File: config.mk
export PLATFORM = sky130hd
export DESIGN_NAME = decode_stage
export DESIGN_NICKNAME = d
export VERILOG_FILES = /design/src/rtl/rv_pkg.sv /design/src/rtl/rv_decoder.sv /design/src/rtl/decode_stage.sv
export SDC_FILE = /design/constraint.sdc
export NUM_CORES = 1
export LEC_CHECK = 0
export ABC_AREA = 1
export BUFFER_PORTS_ARGS = -buffer_cell sky130_fd_sc_hd__buf_4
export CORE_ASPECT_RATIO = 0.8
export CORE_MARGIN = 2
export CORE_UTILIZATION = 48
export DETAILED_ROUTE_END_ITERATION = 8
export HOLD_SLACK_MARGIN = 0.06
export PLACE_DENSITY = 0.77
export SLEW_MARGIN = 0
export SYNTH_ARGS = -nofsm -noshare
export SYNTH_HDL_FRONTEND = slang
export SYNTH_SLANG_ARGS = --single-unit
File: constraint.sdc
create_clock -name clk -period 1.6 [get_ports clk]
set_input_delay 0.32 -clock clk [delete_from_list [all_inputs] [get_ports clk]]
set_output_delay 0.32 -clock clk [all_outputs]
set_load 0.02 [all_outputs]
File: src/rtl/rv_pkg.sv
// Shared decode types, opcode constants and the immediate builder for the decode stage.
package rv_pkg;

  typedef enum logic [2:0] {
    ALU_ADD    = 3'd0,
    ALU_SUB    = 3'd1,
    ALU_XOR    = 3'd2,
    ALU_OR     = 3'd3,
    ALU_AND    = 3'd4,
    ALU_PASS   = 3'd5,
    ALU_MULDIV = 3'd6
  } alu_op_e;

  typedef enum logic [1:0] {
    SH_SLL = 2'd0,
    SH_SRL = 2'd1,
    SH_SRA = 2'd2
  } shift_type_e;

  typedef enum logic [2:0] {
    IMM_NONE = 3'd0,
    IMM_I    = 3'd1,
    IMM_S    = 3'd2,
    IMM_B    = 3'd3,
    IMM_U    = 3'd4,
    IMM_J    = 3'd5
  } imm_type_e;

  localparam logic [6:0] OPC_LUI      = 7'b0110111;
  localparam logic [6:0] OPC_AUIPC    = 7'b0010111;
  localparam logic [6:0] OPC_JAL      = 7'b1101111;
  localparam logic [6:0] OPC_JALR     = 7'b1100111;
  localparam logic [6:0] OPC_BRANCH   = 7'b1100011;
  localparam logic [6:0] OPC_LOAD     = 7'b0000011;
  localparam logic [6:0] OPC_STORE    = 7'b0100011;
  localparam logic [6:0] OPC_OP_IMM   = 7'b0010011;
  localparam logic [6:0] OPC_OP       = 7'b0110011;
  localparam logic [6:0] OPC_MISC_MEM = 7'b0001111;
  localparam logic [6:0] OPC_SYSTEM   = 7'b1110011;

  typedef struct packed {
    alu_op_e     alu_op;
    logic [3:0]  xfer_size;
    shift_type_e shift_type;
    logic        reg_write;
    logic        alu_src;
    logic        auipc;
    logic        shift;
    logic        slt;
    logic        mem_write;
    logic        mem_read;
    logic        mem_to_reg;
    logic        branch;
    logic        jump;
    logic        illegal;
    logic [4:0]  rd;
    logic [4:0]  rs1;
    logic [4:0]  rs2;
  } ctrl_t;

  // Built at 64 bits; narrower datapaths take the low bits.
  function automatic logic [63:0] make_imm(input logic [31:0] instr, input imm_type_e t);
    logic [63:0] imm;
    case (t)
      IMM_I:   imm = {{52{instr[31]}}, instr[31:20]};
      IMM_S:   imm = {{52{instr[31]}}, instr[31:25], instr[11:7]};
      IMM_B:   imm = {{51{instr[31]}}, instr[31], instr[7], instr[30:25], instr[11:8], 1'b0};
      IMM_U:   imm = {{32{instr[31]}}, instr[31:12], 12'b0};
      IMM_J:   imm = {{43{instr[31]}}, instr[31], instr[19:12], instr[20], instr[30:21], 1'b0};
      default: imm = '0;
    endcase
    return imm;
  endfunction

endpackage

File: src/rtl/rv_decoder.sv
// Combinational RV32I (+ RV64 LD/SD/LWU) instruction decoder.
// Define RV_M_EXT_EN to accept the M-extension OP encodings (funct7 0000001).
module rv_decoder
  import rv_pkg::*;
#(
  parameter int unsigned XLEN = 32
) (
  input  logic [31:0]     instr,
  output ctrl_t           ctrl,
  output logic [XLEN-1:0] imm
);

  logic [6:0]  opcode;
  logic [2:0]  funct3;
  logic [6:0]  funct7;
  logic [5:0]  funct6;
  logic        sh_hi_ok;
  logic        illegal;
  imm_type_e   imm_type;
  logic [63:0] imm_full;

  assign opcode   = instr[6:0];
  assign funct3   = instr[14:12];
  assign funct7   = instr[31:25];
  assign funct6   = instr[31:26];
  // RV32 shift amounts are 5 bits, so bit 25 must be clear there.
  assign sh_hi_ok = (XLEN == 64) ? 1'b1 : !instr[25];

  always_comb begin
    ctrl           = '0;
    ctrl.alu_op    = ALU_ADD;
    ctrl.shift_type = SH_SLL;
    ctrl.xfer_size = 4'd4;
    ctrl.rd        = instr[11:7];
    ctrl.rs1       = instr[19:15];
    ctrl.rs2       = instr[24:20];
    imm_type       = IMM_NONE;
    illegal        = 1'b0;

    case (opcode)
      OPC_LUI: begin
        imm_type = IMM_U; ctrl.reg_write = 1'b1; ctrl.alu_src = 1'b1; ctrl.alu_op = ALU_PASS;
      end
      OPC_AUIPC: begin
        imm_type = IMM_U; ctrl.reg_write = 1'b1; ctrl.alu_src = 1'b1; ctrl.auipc = 1'b1;
      end
      OPC_JAL: begin
        imm_type = IMM_J; ctrl.reg_write = 1'b1; ctrl.jump = 1'b1;
      end
      OPC_JALR: begin
        imm_type = IMM_I; ctrl.reg_write = 1'b1; ctrl.jump = 1'b1; ctrl.alu_src = 1'b1;
        if (funct3 != 3'b000) illegal = 1'b1;
      end
      OPC_BRANCH: begin
        imm_type = IMM_B; ctrl.branch = 1'b1; ctrl.alu_op = ALU_SUB;
        if (funct3 == 3'b010 || funct3 == 3'b011) illegal = 1'b1;
      end
      OPC_LOAD: begin
        imm_type = IMM_I; ctrl.reg_write = 1'b1; ctrl.mem_read = 1'b1;
        ctrl.mem_to_reg = 1'b1; ctrl.alu_src = 1'b1;
        case (funct3)
          3'b000, 3'b100: ctrl.xfer_size = 4'd1;
          3'b001, 3'b101: ctrl.xfer_size = 4'd2;
          3'b010:         ctrl.xfer_size = 4'd4;
          3'b011:         if (XLEN == 64) ctrl.xfer_size = 4'd8; else illegal = 1'b1;
          3'b110:         if (XLEN == 64) ctrl.xfer_size = 4'd4; else illegal = 1'b1;
          default:        illegal = 1'b1;
        endcase
      end
      OPC_STORE: begin
        imm_type = IMM_S; ctrl.mem_write = 1'b1; ctrl.alu_src = 1'b1;
        case (funct3)
          3'b000:  ctrl.xfer_size = 4'd1;
          3'b001:  ctrl.xfer_size = 4'd2;
          3'b010:  ctrl.xfer_size = 4'd4;
          3'b011:  if (XLEN == 64) ctrl.xfer_size = 4'd8; else illegal = 1'b1;
          default: illegal = 1'b1;
        endcase
      end
      OPC_OP_IMM: begin
        imm_type = IMM_I; ctrl.reg_write = 1'b1; ctrl.alu_src = 1'b1;
        case (funct3)
          3'b000: ctrl.alu_op = ALU_ADD;
          3'b010, 3'b011: begin ctrl.slt = 1'b1; ctrl.alu_op = ALU_SUB; end
          3'b100: ctrl.alu_op = ALU_XOR;
          3'b110: ctrl.alu_op = ALU_OR;
          3'b111: ctrl.alu_op = ALU_AND;
          3'b001: begin
            ctrl.shift = 1'b1; ctrl.shift_type = SH_SLL;
            if (funct6 != 6'b000000 || !sh_hi_ok) illegal = 1'b1;
          end
          default: begin
            ctrl.shift = 1'b1;
            ctrl.shift_type = instr[30] ? SH_SRA : SH_SRL;
            if ((funct6 != 6'b000000 && funct6 != 6'b010000) || !sh_hi_ok) illegal = 1'b1;
          end
        endcase
      end
      OPC_OP: begin
        ctrl.reg_write = 1'b1;
        case (funct7)
          7'b0000000: begin
            case (funct3)
              3'b000: ctrl.alu_op = ALU_ADD;
              3'b001: begin ctrl.shift = 1'b1; ctrl.shift_type = SH_SLL; end
              3'b010, 3'b011: begin ctrl.slt = 1'b1; ctrl.alu_op = ALU_SUB; end
              3'b100: ctrl.alu_op = ALU_XOR;
              3'b101: begin ctrl.shift = 1'b1; ctrl.shift_type = SH_SRL; end
              3'b110: ctrl.alu_op = ALU_OR;
              default: ctrl.alu_op = ALU_AND;
            endcase
          end
          7'b0100000: begin
            case (funct3)
              3'b000:  ctrl.alu_op = ALU_SUB;
              3'b101:  begin ctrl.shift = 1'b1; ctrl.shift_type = SH_SRA; end
              default: illegal = 1'b1;
            endcase
          end
          7'b0000001: begin
`ifdef RV_M_EXT_EN
            ctrl.alu_op = ALU_MULDIV;
`else
            illegal = 1'b1;
`endif
          end
          default: illegal = 1'b1;
        endcase
      end
      OPC_MISC_MEM: begin
        if (funct3 != 3'b000) illegal = 1'b1;
      end
      OPC_SYSTEM: begin
        if (instr != 32'h0000_0073 && instr != 32'h0010_0073) illegal = 1'b1;
      end
      default: illegal = 1'b1;
    endcase

    ctrl.illegal = illegal;
    if (illegal) begin
      ctrl.reg_write = 1'b0;
      ctrl.mem_read  = 1'b0;
      ctrl.mem_write = 1'b0;
    end
  end

  assign imm_full = make_imm(instr, imm_type);
  assign imm      = imm_full[XLEN-1:0];

endmodule

File: src/rtl/decode_stage.sv
// Decode pipeline stage: one-cycle decode into a main register backed by a single skid entry,
// with flush and a saturating illegal-instruction counter.
module decode_stage
  import rv_pkg::*;
#(
  parameter int unsigned XLEN  = 32,
  parameter int unsigned CNT_W = 8
) (
  input  logic             clk,
  input  logic             reset,
  input  logic             in_valid,
  output logic             in_ready,
  input  logic [31:0]      in_instr,
  input  logic [XLEN-1:0]  in_pc,
  input  logic             flush,
  output logic             out_valid,
  input  logic             out_ready,
  output ctrl_t            out_ctrl,
  output logic [XLEN-1:0]  out_imm,
  output logic [XLEN-1:0]  out_pc,
  output logic [CNT_W-1:0] illegal_count
);

  ctrl_t           dec_ctrl;
  logic [XLEN-1:0] dec_imm;

  logic            skid_valid;
  ctrl_t           skid_ctrl;
  logic [XLEN-1:0] skid_imm;
  logic [XLEN-1:0] skid_pc;

  logic in_xfer, out_xfer, main_free;
  logic main_valid_nxt, skid_valid_nxt;
  logic load_main_skid, load_main_in, load_skid;

  rv_decoder #(.XLEN(XLEN)) u_decoder (
    .instr (in_instr),
    .ctrl  (dec_ctrl),
    .imm   (dec_imm)
  );

  assign in_xfer   = in_valid && in_ready;
  assign out_xfer  = out_valid && out_ready;
  assign main_free = !out_valid || out_ready;

  // in_ready tracks !skid_valid, so the skid is never occupied while an input is accepted.
  always_comb begin
    main_valid_nxt = out_valid;
    skid_valid_nxt = skid_valid;
    load_main_skid = 1'b0;
    load_main_in   = 1'b0;
    load_skid      = 1'b0;
    if (main_free) begin
      if (skid_valid) begin
        main_valid_nxt = 1'b1;
        skid_valid_nxt = 1'b0;
        load_main_skid = 1'b1;
      end else begin
        main_valid_nxt = in_xfer;
        load_main_in   = in_xfer;
      end
    end else if (in_xfer) begin
      skid_valid_nxt = 1'b1;
      load_skid      = 1'b1;
    end
    if (flush) begin
      main_valid_nxt = 1'b0;
      skid_valid_nxt = 1'b0;
    end
  end

  always_ff @(posedge clk) begin
    if (reset) begin
      out_valid     <= 1'b0;
      skid_valid    <= 1'b0;
      in_ready      <= 1'b1;
      illegal_count <= '0;
      out_ctrl      <= '0;
      out_imm       <= '0;
      out_pc        <= '0;
      skid_ctrl     <= '0;
      skid_imm      <= '0;
      skid_pc       <= '0;
    end else begin
      out_valid  <= main_valid_nxt;
      skid_valid <= skid_valid_nxt;
      in_ready   <= !skid_valid_nxt;
      if (load_main_skid) begin
        out_ctrl <= skid_ctrl;
        out_imm  <= skid_imm;
        out_pc   <= skid_pc;
      end else if (load_main_in) begin
        out_ctrl <= dec_ctrl;
        out_imm  <= dec_imm;
        out_pc   <= in_pc;
      end
      if (load_skid) begin
        skid_ctrl <= dec_ctrl;
        skid_imm  <= dec_imm;
        skid_pc   <= in_pc;
      end
      if (out_xfer && out_ctrl.illegal && illegal_count != '1)
        illegal_count <= illegal_count + 1'b1;
    end
  end

endmodule

==> results of run 1 <==
cell families (layout without fill, tap and decap cells):
logic type / count (synthesis) / in the layout
compound gates: 437 / 437
simple gates: 366 / 366
flops: 207 / 207
buf+inv: 196 / 457
fa+ha+maj: 1 / 1
other cells: 1 / 1
critical path, stage by stage, from the launching register on:
cell,delay (ns)
sky130_fd_sc_hd__dfxtp_2,0.34
sky130_fd_sc_hd__inv_1,0.06
sky130_fd_sc_hd__nor2_4,0.12
sky130_fd_sc_hd__inv_1,0.10
sky130_fd_sc_hd__nor2_4,0.13
sky130_fd_sc_hd__buf_12,0.14
sky130_fd_sc_hd__buf_12,0.18
sky130_fd_sc_hd__buf_12,0.15
sky130_fd_sc_hd__o21ai_0,0.08
sky130_fd_sc_hd__nor2_1,0.12
report_power, final:
group          internal, mW  total (mW)  leakage, nW  switching [mW]
Clock                  3.02        5.14        0.372            2.13
Combinational         0.643        1.50         3.73           0.859
Sequential             5.35        5.45         1.69           0.102
Total                  9.01        12.1         5.79            3.09
cell usage in the layout (no fill, tap or decap), types with 2 or more instances in the layout:
master and count:
sky130_fd_sc_hd__buf_4 269, sky130_fd_sc_hd__dfxtp_1 204, sky130_fd_sc_hd__o21ai_0 168, sky130_fd_sc_hd__nand2_1 161, sky130_fd_sc_hd__a21oi_1 157, sky130_fd_sc_hd__nor2_1 133
sky130_fd_sc_hd__inv_1 89, sky130_fd_sc_hd__o22ai_1 53, sky130_fd_sc_hd__clkbuf_16 24, sky130_fd_sc_hd__o211ai_1 23, sky130_fd_sc_hd__dlygate4sd3_1 23, sky130_fd_sc_hd__nand3_1 18
sky130_fd_sc_hd__nand2_2 14, sky130_fd_sc_hd__inv_2 14, sky130_fd_sc_hd__nand3_2 11, sky130_fd_sc_hd__buf_12 10, sky130_fd_sc_hd__clkinv_2 9, sky130_fd_sc_hd__o21ai_1 9
sky130_fd_sc_hd__nand4_1 7, sky130_fd_sc_hd__a21oi_2 7, sky130_fd_sc_hd__o211ai_2 6, sky130_fd_sc_hd__a211oi_1 6, sky130_fd_sc_hd__nor2_4 5, sky130_fd_sc_hd__nor2_2 5
sky130_fd_sc_hd__nand2_4 5, sky130_fd_sc_hd__clkbuf_8 5, sky130_fd_sc_hd__buf_6 4, sky130_fd_sc_hd__inv_4 3, sky130_fd_sc_hd__dfxtp_2 3, sky130_fd_sc_hd__nand3_4 2
sky130_fd_sc_hd__a31oi_1 2, sky130_fd_sc_hd__nor3_1 2, sky130_fd_sc_hd__buf_8 2
repair_timing:
action	in CTS	in global routing
hold buffers	23	0
buffers inserted	1	5
resized for setup	5	22
hold endpoints to repair	23	0
endpoints found under the setup margin	18	177
gates cloned	0	1
pin swaps	0	5
worst max path at each step:
stage,depth (start not counted),to,slack (ns)
detailed placement,12,out_imm[12]$_SDFFE_PP0P_,-0.29
CTS,7,skid_ctrl[7]$_SDFFE_PP0P_,-0.004
finish,9,skid_pc[13]$_SDFFE_PP0P_,0.09
global placement,12,out_imm[12]$_SDFFE_PP0P_,-0.30
floorplan,10,skid_imm[11]$_SDFFE_PP0P_,0.02
global route,10,illegal_count[4]$_SDFFE_PP0P_,-0.03
cell usage after synthesis, types with 2 or more instances:
cell and n:
sky130_fd_sc_hd__dfxtp_1 207, sky130_fd_sc_hd__buf_1 6, sky130_fd_sc_hd__nor3_1 2, sky130_fd_sc_hd__o211ai_2 6
sky130_fd_sc_hd__nor2_2 6, sky130_fd_sc_hd__inv_1 92, sky130_fd_sc_hd__o21ai_0 171, sky130_fd_sc_hd__buf_4 2
sky130_fd_sc_hd__clkinv_1 2, sky130_fd_sc_hd__nor2_4 2, sky130_fd_sc_hd__buf_2 19, sky130_fd_sc_hd__a31oi_1 2
sky130_fd_sc_hd__nand2_4 5, sky130_fd_sc_hd__a21oi_2 7, sky130_fd_sc_hd__a211oi_1 6, sky130_fd_sc_hd__a21oi_1 157
sky130_fd_sc_hd__nand4_1 7, sky130_fd_sc_hd__clkbuf_1 59, sky130_fd_sc_hd__o21ai_1 6, sky130_fd_sc_hd__nor2_1 135
sky130_fd_sc_hd__nand2_1 163, sky130_fd_sc_hd__nand3_1 19, sky130_fd_sc_hd__inv_2 14, sky130_fd_sc_hd__o22ai_1 53
sky130_fd_sc_hd__nand2_2 12, sky130_fd_sc_hd__o211ai_1 23, sky130_fd_sc_hd__nand3_2 11
final cells by class:
class / instances / area share, %
inverters: 108 / 3.37
repair buffers: 310 / 21.0
clock inverters: 10 / 0.661
clock buffers: 29 / 5.27
flip-flops and latches: 207 / 33.7
well taps: 253 / 2.57
multi-input cells: 805 / 33.4
stage by stage:
step | hold slack, ns | setup WS, ns | setup TNS [ns] | total power [mW] | instances
floorplan | 0.436 | 0.0213 | 0 | 6.25 | 1208
global placement | 0.446 | -0.297 | -10.69 | 6.93 | 1653
detailed placement | 0.453 | -0.290 | -13.36 | 6.95 | 1653
CTS | 0.0654 | -0.00436 | -0.00777 | 12.1 | 1716
global route | 0.0720 | -0.0284 | -0.0334 | 12.5 | 1722
finish | 0.0669 | 0.0899 | 0 | 12.1 | 1722
layer usage:
layer	vias to the layer above	wire [um]	global-route usage, %
met5	-	0	0
met4	0	854	7.75
met3	69	2370	4.61
met2	415	12700	41.7
met1	4382	12900	39.8
li1	4565	-	-
state kept, by name, summed over array words and instances (netlist names):
register,flops
skid_imm,32
illegal_count,8
skid_valid,1
out_ctrl,34
out_imm,32
out_pc,32
skid_ctrl,34
skid_pc,32
in_ready,1
out_valid,1
==> impl_metrics.yaml, run 1 <==
floorplanning:
  start_util_pct: 49.2
  fp.dieArea_sq_mm: 0.0199
  core_area_sq_mm: 0.0183
  fp.dieW_um: 157
  rows: 44
  floorplan.die.height_um: 126
  io_pins: 178
yosys:
  yosys_reg_bits: 207
  synth_top_family_by_area: "compound AO/OA/AOI/OAI gates"
  synth.net_count: 1278
  synth_largest_area_cell: "sky130_fd_sc_hd__dfxtp_1"
  post_synth.cell_area_avg_sq_um: 7.45
  edff_count_synth: 0
  synth_top_area_share_pct: 46.1
  synthSimpleGateAreaFrac_pct: 18.0
  synth-adder-area-share_pct: 0.139
  synth-compound-area-share_pct: 27.0
  largest_cells_by_area_after_synthesis: "sky130_fd_sc_hd__dfxtp_1, sky130_fd_sc_hd__o21ai_0, sky130_fd_sc_hd__a21oi_1"
  synthXorXnorAreaFrac_pct: 0
  ys.flop_type: "sky130_fd_sc_hd__dfxtp_1"
  synthDistinctLibCells: 41
  synth_mux_area_share_pct: 0
  synth_cells: 1208
  yosys_warnings: 0
  synth-async-reset-ratio_pct: 0
  syn-cell-area_sq_mm: 0.00900
  ys_seq_area_share_pct: 46.1
min_path:
  worstHoldPathType: "in -> reg"
  min_delay_path_depth: 3
  hold_path_startpoint: "in_pc[22]"
  min_delay_worst_endpoint: "skid_pc[22]$_SDFFE_PP0P_"
worst_setup_path:
  regToRegEndpoint: "skid_pc[13]$_SDFFE_PP0P_"
  crit_start: "out_valid$_SDFFE_PP0N_"
  worst_ep_arrival_time_ns: 1.94
  critical_path.endpoint_type: "register"
  regToRegSetupSlack_ns: 0.09
  crit-reg2reg-launch: "out_valid$_SDFFE_PP0N_"
  timing.reg2reg.worst_path_depth: 9
  critPathRequiredTime_ns: 2.03
  worst-setup-path-type: "reg -> reg"
  cp-start-kind: "register"
  critical_path.max_fanout: 32
clock_network:
  worst_setup_hold_path_clk_slew_ns: 0.06
  numClockSinks: 207
  ctsRootBufferMaster: "sky130_fd_sc_hd__clkbuf_16"
  worst_skew_pair.late_latency_ns: 0.50
  cts_tree: "built"
  tritoncts.num_buffers: 22
  clk_path_buf_depth: 3
  cts.htree.levels: 1
grt:
  grt_antenna_before_repair: 0
  grt_pass1_vias: 8499
  grtUsageTotal_pct: 27.3
  grt_start_max_net_pins: 89
  grt_overflow_total: 0
  grt_first_pass_wirelength_um: 44000
routing:
  detail_route.first_pass.iterations: 5
  drcViolationCount: 0
  avgViaCountPerCell: 5.48
  dr.first_iter.drc_count: 803
  totalWireLength_um: 28700
  dr_total_vias: 9431
  antenna_left: 0
  wl_per_cell_um: 16.7
timing:
  final_hold_viol_count: 0
  max_freq_mhz: 662
  worst_clock_skew_ns: 0.00907
  finish_stage_setup_viols: 0
  timing_max_transition_violations_final: 0
  final.min_clock_period_ns: 1.51
  period_share_pct: 94.4
flow_run:
  maxCapViolCount: 0
placed_design:
  place.detailed.hpwl_um: 19100
  placement.cell_area_sq_mm: 0.0112
  routabilityCongestion: 0.952
  io_buffer_count: 176
finish:
  fillers: 1572
  multi_input_comb_area_sq_mm: 0.00411
  area_delta_synth_final_pct: 36.7
  final_area_sq_mm: 0.0123
  antenna_cells: 0
  register_area_sq_mm: 0.00415
  final_layout_size_suffix_gt1_share_pct: 27.6
  final_core_utilization_pct: 67.3
  layout.nets: 1524
status:
  outcome: "finished clean"
power:
  pwr_density_cell_mw_per_mm2: 983
  leakagePower_nw: 5.79
  vdd_ir_drop_max_mv: 0.607
(Power assumes the default switching activity.)
==> run 2, diff against run 1 <==
==> constraint.sdc (replaced) <==
create_clock -name clk -period 1.6 [get_ports clk]
set_input_delay 0.16 -clock clk [delete_from_list [all_inputs] [get_ports clk]]
set_output_delay 0.16 -clock clk [all_outputs]
set_load 0.02 [all_outputs]
==> impl_metrics.yaml, run 2 (synthesis gave the netlist of run 1 again) <==
finish:
  layout_commonest_cell: "sky130_fd_sc_hd__buf_4"
  final_core_utilization_pct: 67.8
  area_delta_synth_final_pct: 37.8
  layout.nets: 1522
  largest_registers: "out_ctrl x34, skid_ctrl x34"
  mostFrequentLayoutCells: "sky130_fd_sc_hd__buf_4, sky130_fd_sc_hd__dfxtp_1, sky130_fd_sc_hd__nand2_1, sky130_fd_sc_hd__o21ai_0, sky130_fd_sc_hd__a21oi_1"
  antenna_cells: 0
  fillers: 1549
  final_layout_size_suffix_gt1_share_pct: 25.3
  final_area_sq_mm: 0.0124
worst_setup_path:
  crit-reg2reg-launch: "out_valid$_SDFFE_PP0N_"
  crit_start: "out_valid$_SDFFE_PP0N_"
  critical_path.max_fanout: 32
  worst_ep_arrival_time_ns: 1.91
  critPathRequiredTime_ns: 1.98
  timing.reg2reg.worst_path_depth: 9
  critical_path.endpoint_type: "register"
  worst-setup-path-type: "reg -> reg"
  cp-start-kind: "register"
grt:
  grt_start_max_net_pins: 61
  grt_pass1_vias: 8825
  grt_antenna_before_repair: 0
  grtUsageTotal_pct: 28.2
  grt_first_pass_wirelength_um: 45500
  grt_overflow_total: 0
flow_run:
  maxCapViolCount: 0
status:
  outcome: "finished clean"
min_path:
  hold_path_startpoint: "in_instr[25]"
  min_delay_path_depth: 5
  worstHoldPathType: "in -> reg"
floorplanning:
  core_area_sq_mm: 0.0183
  fp.dieW_um: 157
  start_util_pct: 49.2
  fp.dieArea_sq_mm: 0.0199
  floorplan.die.height_um: 126
  io_pins: 178
  rows: 44
placed_design:
  routabilityCongestion: 0.969
  placement.cell_area_sq_mm: 0.0111
  io_buffer_count: 176
  place_ws_ns: -0.139
  place.detailed.hpwl_um: 18900
timing:
  period_share_pct: 95.5
  final.min_clock_period_ns: 1.53
  final.setup.worst_slack_ns: 0.0717
  worst_clock_skew_ns: 0.00768
  timing.hold.ws_ns: 0.0719
  final_hold_viol_count: 0
  timing_max_transition_violations_final: 0
  setup_total_negative_slack_ns: 0
  max_freq_mhz: 654
  finish_stage_setup_viols: 0
clock_network:
  clk_path_buf_depth: 3
  worst_skew_pair.late_latency_ns: 0.49
  ctsRootBufferMaster: "sky130_fd_sc_hd__clkbuf_16"
  worst_setup_hold_path_clk_slew_ns: 0.06
  tritoncts.num_buffers: 21
  numClockSinks: 207
  cts_tree: "built"
  cts.htree.levels: 1
routing:
  drcViolationCount: 0
  totalWireLength_um: 29700
  dr_total_vias: 9461
  dr.first_iter.drc_count: 996
  avgViaCountPerCell: 5.52
  antenna_left: 0
  wl_per_cell_um: 17.3
  detail_route.first_pass.iterations: 8
power:
  leakagePower_nw: 5.79
  vdd_ir_drop_max_mv: 0.689
  pwr_density_cell_mw_per_mm2: 939
-- run 2: area by class of cell --
cell class | count | area [sq um] | share of cell area, %
repair buffers | 309 | 2770 | 22.4
multi-input cells | 805 | 4130 | 33.3
inverters | 108 | 414 | 3.34
clock buffers | 29 | 586 | 4.72
clock inverters | 2 | 35.0 | 0.283
flip-flops and latches | 207 | 4150 | 33.5
well taps | 253 | 317 | 2.55
-- run 2: worst paths after layout --
check	slack [ns]	to
min reg2reg	0.46	out_imm[8]$_SDFFE_PP0P_
max reg2reg	0.07	skid_pc[15]$_SDFFE_PP0P_
max	0.07	skid_pc[15]$_SDFFE_PP0P_
min	0.07	skid_imm[5]$_SDFFE_PP0P_
-- run 2: layer usage --
metal | track usage (%) | vias up | wire length, um | part of all wire [%]
met5 | 0 | - | 0 | 0
met4 | 9.79 | 0 | 1080 | 3.6
met3 | 4.51 | 86 | 2490 | 8.4
met2 | 43.2 | 461 | 13100 | 44
met1 | 40.5 | 4373 | 13000 | 44
li1 | - | 4541 | - | -
-- run 2: what timing repair did --
action                                  CTS  global route
setup buffers                             0             3
cloned                                    0             4
pin swaps                                 1             9
endpoints found under the setup margin   42            87
hold endpoints to repair                 94             0
gates resized for setup                   5            33
hold buffers                             55             0
-- run 2: worst max-delay path, stage by stage, from the launching register on --
cell,delay [ns]
sky130_fd_sc_hd__dfxtp_2,0.34
sky130_fd_sc_hd__inv_2,0.05
sky130_fd_sc_hd__nor2_4,0.15
sky130_fd_sc_hd__inv_2,0.08
sky130_fd_sc_hd__nor2_4,0.16
sky130_fd_sc_hd__buf_6,0.14
sky130_fd_sc_hd__inv_4,0.06
sky130_fd_sc_hd__buf_12,0.17
sky130_fd_sc_hd__nor2_1,0.17
sky130_fd_sc_hd__nor2_1,0.08
-- run 2: through the flow --
step	total power, mW	instances
floorplan	6.25	1208
global placement	6.91	1625
detailed placement	6.93	1625
CTS	11.6	1711
global route	12.0	1713
finish	11.6	1713
-- run 2: report_power, final --
part | switching (mW) | internal, mW | leakage [nW]
logic | 0.870 | 0.663 | 3.80
registers | 0.105 | 5.35 | 1.69
clock network | 1.97 | 2.68 | 0.304
total | 2.94 | 8.69 | 5.79
==> run 3, diff against run 2 <==
--- a/config.mk
+++ b/config.mk
@@ -11,4 +11,5 @@
 export CORE_MARGIN = 2
 export CORE_UTILIZATION = 48
+export CTS_CLUSTER_SIZE = 10
 export DETAILED_ROUTE_END_ITERATION = 8
 export HOLD_SLACK_MARGIN = 0.06
==> constraint.sdc (replaced) <==
create_clock -name clk -period 1.6 [get_ports clk]
set_input_delay 0 -clock clk [delete_from_list [all_inputs] [get_ports clk]]
set_output_delay 0 -clock clk [all_outputs]
set_load 0.02 [all_outputs]
==> impl_metrics.yaml, run 3 (synthesis gave the netlist of run 1 again) <==
timing:
  worst_clock_skew_ns: 0.0102
  timing_max_transition_violations_final: 0
  finish_stage_setup_viols: 0
  rsz0062_at_grt: "yes"
  timing.hold.ws_ns: 0.0696
  period_share_pct: 96.5
  max_freq_mhz: 648
  final.min_clock_period_ns: 1.54
  final_hold_viol_count: 0
finish:
  final_layout_size_suffix_gt1_share_pct: 24.7
  area_delta_synth_final_pct: 34.9
  mostFrequentLayoutCells: "sky130_fd_sc_hd__buf_4, sky130_fd_sc_hd__dfxtp_1, sky130_fd_sc_hd__nand2_1"
  antenna_cells: 0
  layout_commonest_cell: "sky130_fd_sc_hd__buf_4"
  layout.nets: 1509
  fillers: 1559
  largest_registers: "out_ctrl x34, skid_ctrl x34"
floorplanning:
  rows: 44
  floorplan.die.height_um: 126
  start_util_pct: 49.2
  fp.dieW_um: 157
  fp.dieArea_sq_mm: 0.0199
  io_pins: 178
  core_area_sq_mm: 0.0183
routing:
  drcViolationCount: 0
  dr_total_vias: 9290
  totalWireLength_um: 28400
  avgViaCountPerCell: 5.49
  dr.first_iter.drc_count: 840
  detail_route.first_pass.iterations: 5
  antenna_left: 0
  wl_per_cell_um: 16.8
clock_network:
  worst_skew_pair.late_latency_ns: 0.51
  cts_tree: "built"
  tritoncts.num_buffers: 24
  clk_path_buf_depth: 3
  cts.htree.levels: 1
  postCtsSetupRepairBufs: 0
  numClockSinks: 207
  worst_setup_hold_path_clk_slew_ns: 0.05
  ctsRootBufferMaster: "sky130_fd_sc_hd__clkbuf_16"
worst_setup_path:
  worst-setup-path-type: "reg -> reg"
  critical_path.endpoint_type: "register"
  critPathRequiredTime_ns: 2.04
  cp-start-kind: "register"
  critical_path.max_fanout: 8
  worst_ep_arrival_time_ns: 1.98
power:
  p_switching_mw: 2.92
  power.sequential.fraction_pct: 46.7
  share_clk_of_total_power_pct: 40.5
  p_total_mw: 11.7
  share_comb_of_total_power_pct: 12.8
  power_switching_share_pct: 25.0
  vdd_ir_drop_max_mv: 0.509
  leakagePower_nw: 5.60
  cellInternalPower_mw: 8.77
  pwr_density_cell_mw_per_mm2: 964
grt:
  grt_overflow_total: 0
  grt_pass1_vias: 8830
  grt_first_pass_wirelength_um: 44500
  grtUsageTotal_pct: 27.4
  grt_start_max_net_pins: 104
  grt_antenna_before_repair: 0
placed_design:
  place.detailed.hpwl_um: 18300
  routabilityCongestion: 0.895
  io_buffer_count: 176
status:
  outcome: "finished clean"
min_path:
  worstHoldPathType: "in -> reg"
flow_run:
  maxCapViolCount: 0
-- run 3: power groups by stage --
stage               Sequential (mW)  Clock [mW]  Combinational [mW]
floorplan                      5.70           0               0.546
global placement               5.55           0                1.31
detailed placement             5.56           0                1.33
CTS                            5.45        4.78                1.45
global route                   5.47        5.00                1.60
finish                         5.46        4.74                1.50
-- run 3: area by class of cell --
cell class / count / area, sq um / share of cell area (%)
multi-input cells: 805 / 4140 / 34.1
flip-flops and latches: 207 / 4150 / 34.2
clock buffers: 27 / 643 / 5.30
well taps: 253 / 317 / 2.61
repair buffers: 293 / 2480 / 20.4
inverters: 108 / 413 / 3.40
-- run 3: critical path, cell delays in order (launching register included) --
cell and delay, ns:
sky130_fd_sc_hd__dfxtp_2 0.36, sky130_fd_sc_hd__ha_2 0.20, sky130_fd_sc_hd__nand3_1 0.11, sky130_fd_sc_hd__nor2_2 0.15, sky130_fd_sc_hd__nand3_1 0.08, sky130_fd_sc_hd__nand2_1 0.10, sky130_fd_sc_hd__inv_2 0.08, sky130_fd_sc_hd__nand3_1 0.12
sky130_fd_sc_hd__o21ai_0 0.11, sky130_fd_sc_hd__a21oi_1 0.15
-- run 3: layer usage --
metal  GRT usage, %  wire length [um]  up-vias
li1               -                 -     4494
met1           38.3             12600     4296
met2           43.8             12800      419
met3           3.79              2100       81
met4           9.30               940        0
met5              0                 0        -
-- run 3: repair_timing --
item	4_1_cts	5_1_grt
resized for setup	0	47
hold endpoints to repair	179	0
hold buffers	61	0
setup endpoints to repair	0	111
-- run 3: path summary, 6_finish.rpt --
| kind | startpoint | end | slack (ns) | cells after the start |
|---|---|---|---|---|
| setup / recovery | illegal_count[1]$_SDFFE_PP0P_ | illegal_count[5]$_SDFFE_PP0P_ | 0.06 | 9 |
| hold / removal | in_instr[31] | skid_imm[31]$_SDFFE_PP0P_ | 0.07 | 5 |
| hold reg to reg | skid_imm[18]$_SDFFE_PP0P_ | skid_imm[18]$_SDFFE_PP0P_ | 0.46 | 2 |
| setup reg to reg | illegal_count[1]$_SDFFE_PP0P_ | illegal_count[5]$_SDFFE_PP0P_ | 0.06 | 9 |
-- run 3: metrics by stage --
step | utilization, % | worst slack [ns] | setup TNS [ns] | area, sq um | std cells
detailed placement | 59.1 | 0.0152 | 0 | 10800 | 1605
finish | 66.4 | 0.0559 | 0 | 12100 | 1693
CTS | 65.9 | 0.0338 | 0 | 12100 | 1693
floorplan | - | 0.0213 | 0 | 9000 | 1208
global route | 66.4 | -0.0939 | -0.700 | 12100 | 1693
global placement | 59.1 | 0.0266 | 0 | 10800 | 1605
